==> src/rtl/mlp_layer_sequencer.sv <==
// mlp_layer_sequencer: steps an activation word through up to NUM_LAYERS layer computations.
// Ports: clk_i/rst_ni clock and async active-low reset; new_data_i/data_i/cfg_layers_i start a run;
// wt_req_o/wt_layer_o/wt_ready_i weight fetch handshake; calc_start_o/calc_in_o/calc_done_i/calc_result_i
// layer compute handshake; busy_o/output_ready_o/mlp_output_o/done_o/err_o run status and result.
module mlp_layer_sequencer #(
  parameter int DATA_WIDTH     = 32,
  parameter int NUM_LAYERS     = 4,
  parameter int NUMLAYERBITS   = 4,
  parameter int TIMEOUT_CYCLES = 1024
) (
  input  logic                    clk_i,
  input  logic                    rst_ni,
  input  logic                    new_data_i,
  input  logic [DATA_WIDTH-1:0]   data_i,
  input  logic [NUMLAYERBITS-1:0] cfg_layers_i,
  output logic                    wt_req_o,
  output logic [NUMLAYERBITS-1:0] wt_layer_o,
  input  logic                    wt_ready_i,
  output logic                    calc_start_o,
  output logic [DATA_WIDTH-1:0]   calc_in_o,
  input  logic                    calc_done_i,
  input  logic [DATA_WIDTH-1:0]   calc_result_i,
  output logic                    busy_o,
  output logic                    output_ready_o,
  output logic [DATA_WIDTH-1:0]   mlp_output_o,
  output logic                    done_o,
  output logic                    err_o
);
  localparam int TW = TIMEOUT_CYCLES > 1 ? $clog2(TIMEOUT_CYCLES) : 1;
  localparam logic [TW-1:0] TLIM = TW'(TIMEOUT_CYCLES == 0 ? 0 : TIMEOUT_CYCLES - 1);
  localparam logic [NUMLAYERBITS-1:0] LMAX = NUMLAYERBITS'(NUM_LAYERS - 1);
  typedef enum logic [2:0] {IDLE, LOAD_W, COMPUTE, ACT, DONE} state_e;
  state_e state_q;
  logic [NUMLAYERBITS-1:0] cur_q, last_q, cfg_m1, last_d;
  logic [DATA_WIDTH-1:0] act_q, res_q, out_q;
  logic [TW-1:0] cnt_q;
  logic first_q, done_q, err_q, timeout;
  // The run length is stored as the index of the last layer so NUM_LAYERS itself never needs to fit.
  assign cfg_m1  = cfg_layers_i - NUMLAYERBITS'(1);
  assign last_d  = (cfg_layers_i == '0) ? '0 : (cfg_m1 > LMAX) ? LMAX : cfg_m1;
  assign timeout = (TIMEOUT_CYCLES != 0) && (cnt_q == TLIM);
  always_ff @(posedge clk_i or negedge rst_ni) begin
    if (!rst_ni) begin
      state_q <= IDLE;
      cur_q   <= '0;
      last_q  <= '0;
      act_q   <= '0;
      res_q   <= '0;
      out_q   <= '0;
      cnt_q   <= '0;
      first_q <= 1'b0;
      done_q  <= 1'b0;
      err_q   <= 1'b0;
    end else begin
      case (state_q)
        IDLE: if (new_data_i) begin
          act_q   <= data_i;
          last_q  <= last_d;
          cur_q   <= '0;
          cnt_q   <= '0;
          done_q  <= 1'b0;
          err_q   <= 1'b0;
          state_q <= LOAD_W;
        end
        LOAD_W: if (wt_ready_i) begin
          cnt_q   <= '0;
          first_q <= 1'b1;
          state_q <= COMPUTE;
        end else if (timeout) begin
          err_q   <= 1'b1;
          state_q <= IDLE;
        end else cnt_q <= cnt_q + TW'(1);
        COMPUTE: begin
          first_q <= 1'b0;
          // a done strobe coinciding with the launch pulse belongs to no computation of ours
          if (!first_q && calc_done_i) begin
            res_q   <= calc_result_i;
            state_q <= ACT;
          end else if (timeout) begin
            err_q   <= 1'b1;
            state_q <= IDLE;
          end else cnt_q <= cnt_q + TW'(1);
        end
        ACT: if (cur_q == last_q) begin
          out_q   <= res_q;
          done_q  <= 1'b1;
          state_q <= DONE;
        end else begin
          act_q   <= res_q[DATA_WIDTH-1] ? '0 : res_q;
          cur_q   <= cur_q + NUMLAYERBITS'(1);
          cnt_q   <= '0;
          state_q <= LOAD_W;
        end
        DONE:    state_q <= IDLE;
        default: state_q <= IDLE;
      endcase
    end
  end
  assign wt_req_o       = state_q == LOAD_W;
  assign wt_layer_o     = cur_q;
  assign calc_start_o   = (state_q == COMPUTE) && first_q;
  assign calc_in_o      = act_q;
  assign busy_o         = state_q != IDLE;
  assign output_ready_o = state_q == DONE;
  assign mlp_output_o   = out_q;
  assign done_o         = done_q;
  assign err_o          = err_q;
endmodule

==> config.mk <==
export PLATFORM = sky130hd
export DESIGN_NAME = mlp_layer_sequencer
export DESIGN_NICKNAME = d
export VERILOG_FILES = /design/src/rtl/mlp_layer_sequencer.sv
export SDC_FILE = /design/constraint.sdc
export NUM_CORES = 1
export LEC_CHECK = 0
export ABC_AREA = 1
export BUFFER_PORTS_ARGS = -buffer_cell sky130_fd_sc_hd__buf_2
export CORE_MARGIN = 3
export CORE_UTILIZATION = 39
export CTS_CLUSTER_DIAMETER = 60
export DETAILED_ROUTE_END_ITERATION = 10
export GPL_TIMING_DRIVEN = 0
export PLACE_DENSITY = 0.67
export SLEW_MARGIN = 25
export SYNTH_ARGS = -nofsm -noshare
export SYNTH_HDL_FRONTEND = slang
export SYNTH_SLANG_ARGS = --single-unit
==> constraint.sdc <==
create_clock -name clk_i -period 2.2 [get_ports clk_i]
set_clock_uncertainty 0.1 [all_clocks]
set_input_delay 0.44 -clock clk_i [delete_from_list [all_inputs] [get_ports clk_i]]
set_output_delay 0.44 -clock clk_i [all_outputs]
set_load 0.02 [all_outputs]
==> key figures, run 1 <==
GRT
  • Met1 usage: 0.274
  • GRT Max-Usage Layer: met2
  • Initial antenna violation count: 1
  • GRT met2 Usage: 0.299
  • Vias in the first global route: 4947
  • Global-route wire length before repair: about 25 mm
  • Grt ovf: 0
  • Largest net degree at the start of global routing: 64
  • Total GRT Usage: 0.200
  • Met3 Use GR: 0.0686

Die
  • Total die area: ~16000 um2
  • Die width: 125 um
  • Row cnt: 42
  • CORE AREA: 13500 um2
  • Height of the die: about 120 um
  • Starting Density: 0.408
  • I/O pin total: 147

CTS
  • CTS clk-pin slew, worst paths: 0.05 ns
  • # Post-CTS Setup Buffers: 0
  • Clk sinks: 120
  • Worst-Skew Late Latency: 0.42 ns
  • Cts bufs inserted: 17
  • CTS root buffer: clkbuf_16
  • TritonCTS clock tree: yes
  • CTS Buffer Depth: 2
  • Number of H-tree levels: 4

Setup path
  • Max FO, Critical Path: 6
  • Required time worst endpoint: between 1.5 and 2 ns
  • Data arrival, critical path: 1.45 ns
  • RR Endpoint: calc_in_o[7]
  • Worst r2r src: state_q[1]
  • Crit Path Class: flop to primary output
  • R2R Setup Slk: 0.26 ns
  • Crit. End Element: primary output
  • R2r worst-path depth: 10
  • CP startpoint kind: flop

Placed design
  • DP Worst Slack: 0.120 ns
  • Placed Instances: 1030
  • Post-DP HPWL: between 10 and 15 mm
  • Cell Area, Placed: 6490 um2
  • Port Buf Inserts: 146
  • GP Congestion: 0.859

Cells and area
  • Net count, final: 950
  • Share of layout cells above drive strength 1: 0.221
  • Area of the multi-input gates: about 2200 um2
  • Fin area: 7060 um2
  • Number of standard cells in the final layout excluding fillers: 1060
  • Antenna diode count: 0
  • Layout Utilization: 0.523
  • Area growth from synthesis to layout: 28.3%
  • Fillcell total: 1312
  • Register area: ~3000 um2

Route
  • Pre-Repair DR Iteration Count: 5
  • Final ANT Viol Nets: 0
  • DRT iter0 DRCs: approximately 370
  • WL/cell: about 14 um
  • # DRC: 0
  • Total routed wirelength: 15.0 mm
  • Vias per inst: 4.76
  • DR vias: 5045

STA
  • Setup Viol. Count Final: 0
  • Final Max Tran Viols: 0
  • Setup_tns: 0 ns
  • Setup WS post-layout: ~0.21 ns
  • FMAX: 502 MHz
  • Final Cycle Share: 0.905
  • Unrepaired setup endpoints after global routing: no
  • Fin crit period: 1.99 ns
  • Fin. Hold Viols: 0
  • Worst Tran Pin Value: roughly 0.56 ns
  • Worst hold slack: 0.121 ns
  • Max-Slew Margin vs Limit: 0.624

Pwr
  • PwrDens: around 1500 nW/um2
  • Peak supply drop: 0.742 mV
  • Leak: 3.95 nW
  • Total power: about 10 mW

Synthesis
  • Mean Syn Cell Area: 7.79 um2
  • Post-synth EDFFs: 0
  • Top cells by area in the synthesized netlist: dfrtp_1 55%, nand2_1 27%, o211ai_1 4.2%
  • Mapped Area: 5500 um2
  • Synth Warn #: 0
  • Synth Register Bits: 120
  • Count leader, synth: nand2_1
  • Post-synth cell types: 28
  • Ys async rst share: 1.00
  • Cell taking the most area after synthesis: dfrtp_1
  • Syn nets: 783
  • Top-area cell type share of the netlist area: 0.546
  • Sequential fraction of the synthesis area: 0.546
  • Commonest cells in the netlist: 398 x nand2_1, 120 x dfrtp_1, 39 x inv_1
  • Ys flop type: dfrtp_1
  • Mapped Cells: 707

Hold path
  • Hold Path Class: input pin to flop
  • Worst hold path startpoint: calc_result_i[30]
  • Hold path cells: 3
  • Worst Hold End: res_q[30]

Outcome
  • Status: complete, no violations

Job
  • Max-cap viol count: 0
## layout by cell type, fill, tap and decap left out
cell type      Yosys  routed
clkbuf_8           0       5
clkbuf_2           0       2
clkinv_2           0       2
nor2_1            21      21
buf_16             0       1
clkbuf_16          0      17
xnor2_1            3       3
buf_8              0       1
nand3_1           17      17
ha_1               3       3
nand3_2            1       1
buf_4              1       1
xor2_1             3       3
dfrtp_1          120     120
o211ai_1          31      31
o22ai_1            1       1
nand4_1            3       3
clkbuf_1          20      22
nand2_2            1       1
or2_2              1       1
dlygate4sd3_1      0       1
nor3_2             1       1
a21oi_1            2       2
inv_2              6       6
nor3_1             2       2
buf_6              3       3
o21ai_0           20      20
inv_1             39      39
a22o_1             1       1
buf_1              1       1
inv_4              1       1
nand2_1          398     398
nor2_4             0       1
buf_2              5     150
bufinv_16          0       1
a22oi_1            1       1
## what timing repair did
item / 4_1_cts / 5_1_grt
endpoints found under the setup margin: 0 / 15
hold buffers: 1 / 0
resized for setup: 0 / 5
hold endpoints to repair: 57 / 0
## registers in the layout (all words and copies together), names as in the netlist
name          flops
calc_in_o        32
cnt_q            10
done_o            1
err_o             1
first_q           1
last_q            4
mlp_output_o     32
res_q            32
state_q           3
wt_layer_o        4
## worst max-delay path, stage by stage (launching register included)
cell and delay, ns:
dfrtp_1 0.40, inv_2 0.09, nand3_1 0.14, inv_1 0.20
buf_2 0.20
## kinds of logic (layout without fill, tap and decap cells)
logic type / count (synthesis) / after routing / share of synthesized area
and+or+nand+nor: 446 / 446 / 0.313
DFF: 120 / 120 / 0.546
buffers and inverters: 76 / 253 / 0.0582
AOI/OAI and AO/OA: 56 / 56 / 0.0664
xor gates and xnor gates: 6 / 6 / 0.00955
adders and majority gates: 3 / 3 / 0.00682
## area by class of cell
type,count,share of cell area
clock buffers,26,0.0721
plain buffers,30,0.0209
inverters,46,0.0248
well taps,176,0.0312
multi-input cells,511,0.310
clock inverters,3,0.00567
repair buffers,148,0.110
flip-flops and latches,120,0.425
## worst max path at each step
stage	start	end	slack, ns	depth (start not counted)
2_1_floorplan	wt_layer_o[0]	mlp_output_o[10]	0.59	9
3_3_place_gp	rst_ni	res_q[7]	-1.01	1
3_5_place_dp	state_q[1]	calc_in_o[15]	0.12	9
4_1_cts	state_q[1]	calc_in_o[17]	0.08	9
5_1_grt	state_q[0]	calc_in_o[18]	0.02	10
6_report	state_q[2]	wt_req_o	0.21	4
## where the power goes
part	switching (mW)	internal, mW	total [mW]
logic	2.74	1.30	4.04
clock network	0.920	1.68	2.60
registers	0.542	3.10	3.64
total	4.20	6.08	10.3
## routing by layer
| metal | routed length, um | part of all wire | up-vias |
|---|---|---|---|
| met4 | 216 | 0.014 | 2 |
| met3 | 1130 | 0.075 | 23 |
| met5 | 13 | 0.00087 | - |
| met1 | 7030 | 0.47 | 2332 |
| met2 | 6640 | 0.44 | 159 |
| li1 | - | - | 2529 |
(Power assumes the default switching activity.)
==> inputs of run 2 (changes only) <==
- GPL_TIMING_DRIVEN: 0 -> unset
- HOLD_SLACK_MARGIN: unset -> 0.06
==> run 2 against run 1 <==
Compared with the run above:
- setup slack got worse by 0.027 ns
- critical path depth stayed put
- hold slack worse by 0.0038 ns
- first-iteration DRC count shrank 32%
- utilization up 0.70 points
- sequential power up 1%
- via count is 1.6% lower
- combinational power is 1% lower
- critical endpoint unchanged
- sequential share of layout area down 0.57 points
- global-route usage shrank 0.21 points
- sequential cell count did not move
- largest cell class unchanged
==> key figures, run 2 (synthesized netlist as in run 1, its figures left out) <==
Outcome
  • Status: complete, no violations

Route
  • # DRC: 0
  • WL/cell: about 14 um
  • Vias per inst: 4.73
  • Pre-Repair DR Iteration Count: 7
  • Final ANT Viol Nets: 0
  • DRT iter0 DRCs: 251
  • Total routed wirelength: 15.0 mm
  • DR vias: 4966

Placed design
  • DP Worst Slack: 0.320 ns
  • Post-DP HPWL: 10.5 mm
  • Port Buf Inserts: 146
  • GP Congestion: between 0.8 and 0.9
  • Placed Instances: 1018
  • Cell Area, Placed: 6510 um2

STA
  • Final Cycle Share: 0.917
  • Worst hold slack: 0.117 ns
  • Worst Tran Pin Value: 0.431 ns
  • Setup WS post-layout: 0.182 ns
  • Max-Slew Margin vs Limit: 0.712
  • Unrepaired setup endpoints after global routing: no
  • Setup_tns: 0 ns
  • Final Max Tran Viols: 0
  • Setup Viol. Count Final: 0
  • Fin crit period: approximately 2 ns
  • FMAX: 496 MHz
  • Fin. Hold Viols: 0

Setup path
  • Crit. End Element: primary output
  • Largest stage delay, worst path: 0.43 ns
  • Crit Path Class: flop to primary output
  • CP startpoint kind: flop
  • CP cell instances: inv_2, nand3_1, inv_1, buf_2
  • CP max-delay cell: dfrtp_1
  • Required time worst endpoint: 1.66 ns
  • Data arrival, critical path: 1.48 ns
  • Max FO, Critical Path: 6
  • R2r worst-path depth: 9

Die
  • I/O pin total: approximately 150
  • Total die area: 15600 um2
  • CORE AREA: around 14000 um2
  • Height of the die: 125 um
  • Die width: 125 um
  • Starting Density: 0.408
  • Row cnt: 42

GRT
  • Initial antenna violation count: 0
  • Global-route wire length before repair: 24.6 mm
  • Largest net degree at the start of global routing: between 50 and 60
  • Vias in the first global route: 4955
  • Grt ovf: 0
  • Total GRT Usage: 0.198

CTS
  • CTS root buffer: clkbuf_16
  • TritonCTS clock tree: yes
  • Number of H-tree levels: 4
  • CTS clk-pin slew, worst paths: 0.06 ns
  • Clk sinks: 120
  • Cts bufs inserted: 17
  • CTS Buffer Depth: 2
  • Worst-Skew Late Latency: 0.42 ns

Hold path
  • Hold Path Class: input pin to flop
  • Hold path cells: 3

Cells and area
  • Most common library cell in the layout ignoring fill and taps: nand2_1
  • Share of layout cells above drive strength 1: 0.238
  • Antenna diode count: 0
  • Fillcell total: 1304
  • Net count, final: 938
  • Most frequent cells in the layout: 398 x nand2_1, 145 x buf_2, 120 x dfrtp_1
  • Area growth from synthesis to layout: 30.0%
  • Layout Utilization: 0.530
  • Fin area: 7150 um2
  • Number of standard cells in the final layout excluding fillers: 1051

Pwr
  • Total power: 10.7 mW
  • PwrDens: 1490 nW/um2
  • Leak: 4.00 nW
  • Peak supply drop: 0.726 mV

Job
  • Max-cap viol count: 0
==> run 2: timing repair <==
item	CTS	global route
resized for setup	0	0
setup buffers	0	0
hold endpoints to repair	15	0
hold buffers	1	0
==> run 2: final cells by class <==
| class | count | area, um2 | share of cell area |
|---|---|---|---|
| repair buffers | 166 | 923 | 0.129 |
| flip-flops and latches | 120 | 3000 | 0.420 |
| inverters | 46 | 175 | 0.0245 |
| clock inverters | 13 | 203 | 0.0283 |
| well taps | 176 | 220 | 0.0308 |
| multi-input cells | 511 | 2200 | 0.307 |
| clock buffers | 19 | 433 | 0.0605 |
==> run 2: power by group <==
part	switching [mW]	internal, mW
sequential	0.598	3.10
combinational	2.68	1.32
clock	1.00	2.00
total	4.28	6.41
==> run 2: metal layers <==
| layer | global-route usage | vias up | wire length, um |
|---|---|---|---|
| met5 | 0 | - | 0 |
| met4 | 0.0645 | 0 | 235 |
| met3 | 0.0793 | 20 | 1200 |
| met2 | 0.307 | 154 | 6720 |
| met1 | 0.254 | 2276 | 6880 |
| li1 | - | 2516 | - |
==> run 2: path summary, 6_finish.rpt <==
| path | startpoint | slack [ns] | end |
|---|---|---|---|
| min in group asynchronous | rst_ni | 0.35 | mlp_output_o[19] |
| worst max register to register | state_q[0] | 0.32 | calc_in_o[14] |
| worst max-delay path | state_q[2] | 0.18 | wt_req_o |
| max in group asynchronous | rst_ni | 1.06 | calc_in_o[24] |
| worst min-delay path | calc_result_i[10] | 0.12 | res_q[10] |
| worst min register to register | mlp_output_o[19] | 0.38 | mlp_output_o[19] |
==> run 2: worst max-delay path, delay by kind of cell (launching register included) <==
family | cells | cell delay, ns
buffers and inverters | 3 | 0.49
AND/OR/NAND/NOR | 1 | 0.13
flip-flops | 1 | 0.43
==> inputs of run 3 (changes only) <==
- ABC_AREA: 1 -> 0
- GPL_ROUTABILITY_DRIVEN: unset -> 0
==> run 3 against run 2 <==
Compared with the run above:
- critical path depth is the same
- synthesized cell count down 35%
- non-clock buffer count fell by 2
- largest power group unchanged
- highest routed layer unchanged
==> key figures, run 3 <==
Hold path
  • Hold path cells: 2
  • Hold Path Class: input pin to flop
  • Worst hold path startpoint: calc_result_i[25]
  • Worst Hold End: res_q[25]

Synthesis
  • Synth Register Bits: 120
  • Ys async rst share: 1.00
  • Commonest cells in the netlist: 120 x dfrtp_1, 41 x a21oi_1, 39 x inv_1
  • Top-area cell type share of the netlist area: 0.514
  • Mean Syn Cell Area: 12.6 um2
  • Cell taking the most area after synthesis: dfrtp_1
  • Mapped Cells: ~460
  • Syn nets: 538
  • Count leader, synth: dfrtp_1
  • Sequential fraction of the synthesis area: 0.514
  • Top cells by area in the synthesized netlist: dfrtp_1 51%, mux2_4 7.5%, mux2_2 6.4%
  • Post-synth cell types: 58
  • Synth Warn #: 0
  • Post-synth EDFFs: 0
  • Ys flop type: dfrtp_1
  • Mapped Area: 5840 um2

Cells and area
  • Area growth from synthesis to layout: 26.9%
  • Share of layout cells above drive strength 1: 0.434
  • Area of the multi-input gates: 2490 um2
  • Most frequent cells in the layout: 145 x buf_2, 120 x dfrtp_1, 41 x a21oi_1
  • Number of standard cells in the final layout excluding fillers: 816
  • Register area: approximately 3000 um2
  • Layout Utilization: 0.508
  • Fillcell total: between 1000 and 1500
  • Most common library cell in the layout ignoring fill and taps: buf_2
  • Net count, final: around 700
  • Antenna diode count: 0

STA
  • Setup_tns: 0 ns
  • Fin. Hold Viols: 0
  • Final Cycle Share: 0.942
  • Fin crit period: 2.07 ns
  • Worst hold slack: between 0.15 and 0.2 ns
  • Setup Viol. Count Final: 0
  • Unrepaired setup endpoints after global routing: no
  • Worst Tran Pin Value: 0.537 ns
  • Setup WS post-layout: 0.128 ns
  • Max-Slew Margin vs Limit: 0.641
  • FMAX: 483 MHz
  • Final Max Tran Viols: 0

Die
  • Total die area: 16500 um2
  • Starting Density: 0.400
  • Die width: 128 um
  • Row cnt: 44
  • CORE AREA: 14600 um2
  • Height of the die: 128 um
  • I/O pin total: 147

Route
  • DR vias: 4211
  • Total routed wirelength: 14.2 mm
  • WL/cell: 17.4 um
  • Final ANT Viol Nets: 0
  • Pre-Repair DR Iteration Count: 4
  • DRT iter0 DRCs: 285
  • # DRC: 0
  • Vias per inst: about 5.2

Setup path
  • Data arrival, critical path: 1.53 ns
  • Crit. End Element: primary output
  • RR Endpoint: cnt_q[7]
  • Crit Path Class: flop to primary output
  • Max FO, Critical Path: 14
  • R2r worst-path depth: 5
  • CP cell instances: buf_4, nor3b_4, and2_1, buf_2
  • R2R Setup Slk: approximately 0.18 ns
  • CP max-delay cell: dfrtp_1
  • CP startpoint kind: flop
  • Worst r2r src: cnt_q[0]
  • Required time worst endpoint: 1.66 ns
  • CP startpoint: state_q[2]
  • Largest stage delay, worst path: 0.40 ns

CTS
  • Clk sinks: between 100 and 150
  • CTS root buffer: clkbuf_16
  • CTS resizes: 0
  • CTS Buffer Depth: 2
  • Cts bufs inserted: 17
  • Number of H-tree levels: 4
  • CTS clk-pin slew, worst paths: 0.05 ns
  • TritonCTS clock tree: yes
  • Worst-Skew Late Latency: a little over 0.4 ns

Placed design
  • Placed Instances: 782
  • Post-DP HPWL: 10.1 mm
  • Port Buf Inserts: 146
  • DP Worst Slack: 0.197 ns

Pwr
  • PwrDens: 1460 nW/um2
  • Leak: around 3.8 nW
  • Peak supply drop: 0.679 mV

Job
  • Max-cap viol count: 0

GRT
  • Initial antenna violation count: 0
  • Total GRT Usage: 0.175
  • Largest net degree at the start of global routing: 51
  • Grt ovf: 0
  • Global-route wire length before repair: 22.7 mm
  • Vias in the first global route: between 4000 and 5000

Outcome
  • Status: complete, no violations
[run 3: cell count changes after synthesis, sizes merged, moves of 7 or more]
cell    previous run  this run
a21oi              2        41
clkbuf            20        11
inv               46        39
mux2               0        65
mux2i              0        33
nand2            399         9
nand3             18         3
nor2              22        10
nor3b              0        35
o211ai            31         1
o21ai             20        10
[run 3: how the worst max path moves through the flow]
stage,slack (ns),cells past startpoint,end
finish,0.13,4,calc_start_o
global route,0.05,4,calc_start_o
CTS,0.11,4,calc_start_o
detailed placement,0.20,5,calc_in_o[7]
global placement,0.23,5,cnt_q[7]
floorplan,0.28,6,mlp_output_o[10]
[run 3: kinds of logic after synthesis]
family | share of synthesized area
buffers and inverters | 0.0589
AND/OR/NAND/NOR | 0.109
AO/OA/AOI/OAI | 0.0923
adder cells (fa/ha/maj) | 0.00643
multiplexers | 0.201
XOR/XNOR | 0.0189
flip-flops | 0.514
[run 3: critical path, delay by kind of cell (launching register included)]
kind,cells,cell delay (ns)
DFF,1,0.40
buffers and inverters,2,0.37
and+or+nand+nor,2,0.35
[run 3: layout make-up]
class | count | area share
Multi-Input combinational cell | 277 | 0.337
Clock buffer | 25 | 0.0696
Clock inverter | 7 | 0.0152
Inverter | 39 | 0.0198
Tap cell | 184 | 0.0311
Timing Repair Buffer | 164 | 0.123
Sequential cell | 120 | 0.405
[run 3: metrics by stage]
stage                     power (mW)  instance area [um2]
after detailed placement        7.96                 6760
after global placement          7.79                 6760
after CTS                       10.9                 7410
final                           10.8                 7410
after global routing            11.4                 7410
after floorplan                 6.68                 5840
[run 3: repair_timing]
action / 4_1_cts / 5_1_grt
endpoints found under the setup margin: 1 / 0
hold endpoints to repair: 25 / 0
buffers inserted: 1 / 0
hold buffers: 1 / 0
[run 3: per-layer routing]
layer | wire length [um] | vias to the layer above | share of wire | GRT usage
met2 | 7110 | 119 | 0.50 | 0.292
met4 | 283 | 0 | 0.020 | 0.0630
met1 | 6010 | 2111 | 0.42 | 0.223
met5 | 0 | - | 0 | 0
li1 | - | 1960 | - | -
met3 | 779 | 21 | 0.055 | 0.0444
[run 3: where the power goes]
part	internal, mW	switching, mW	total [mW]
sequential	3.08	0.648	3.73
clock	1.96	0.948	2.90
combinational	1.90	2.27	4.16
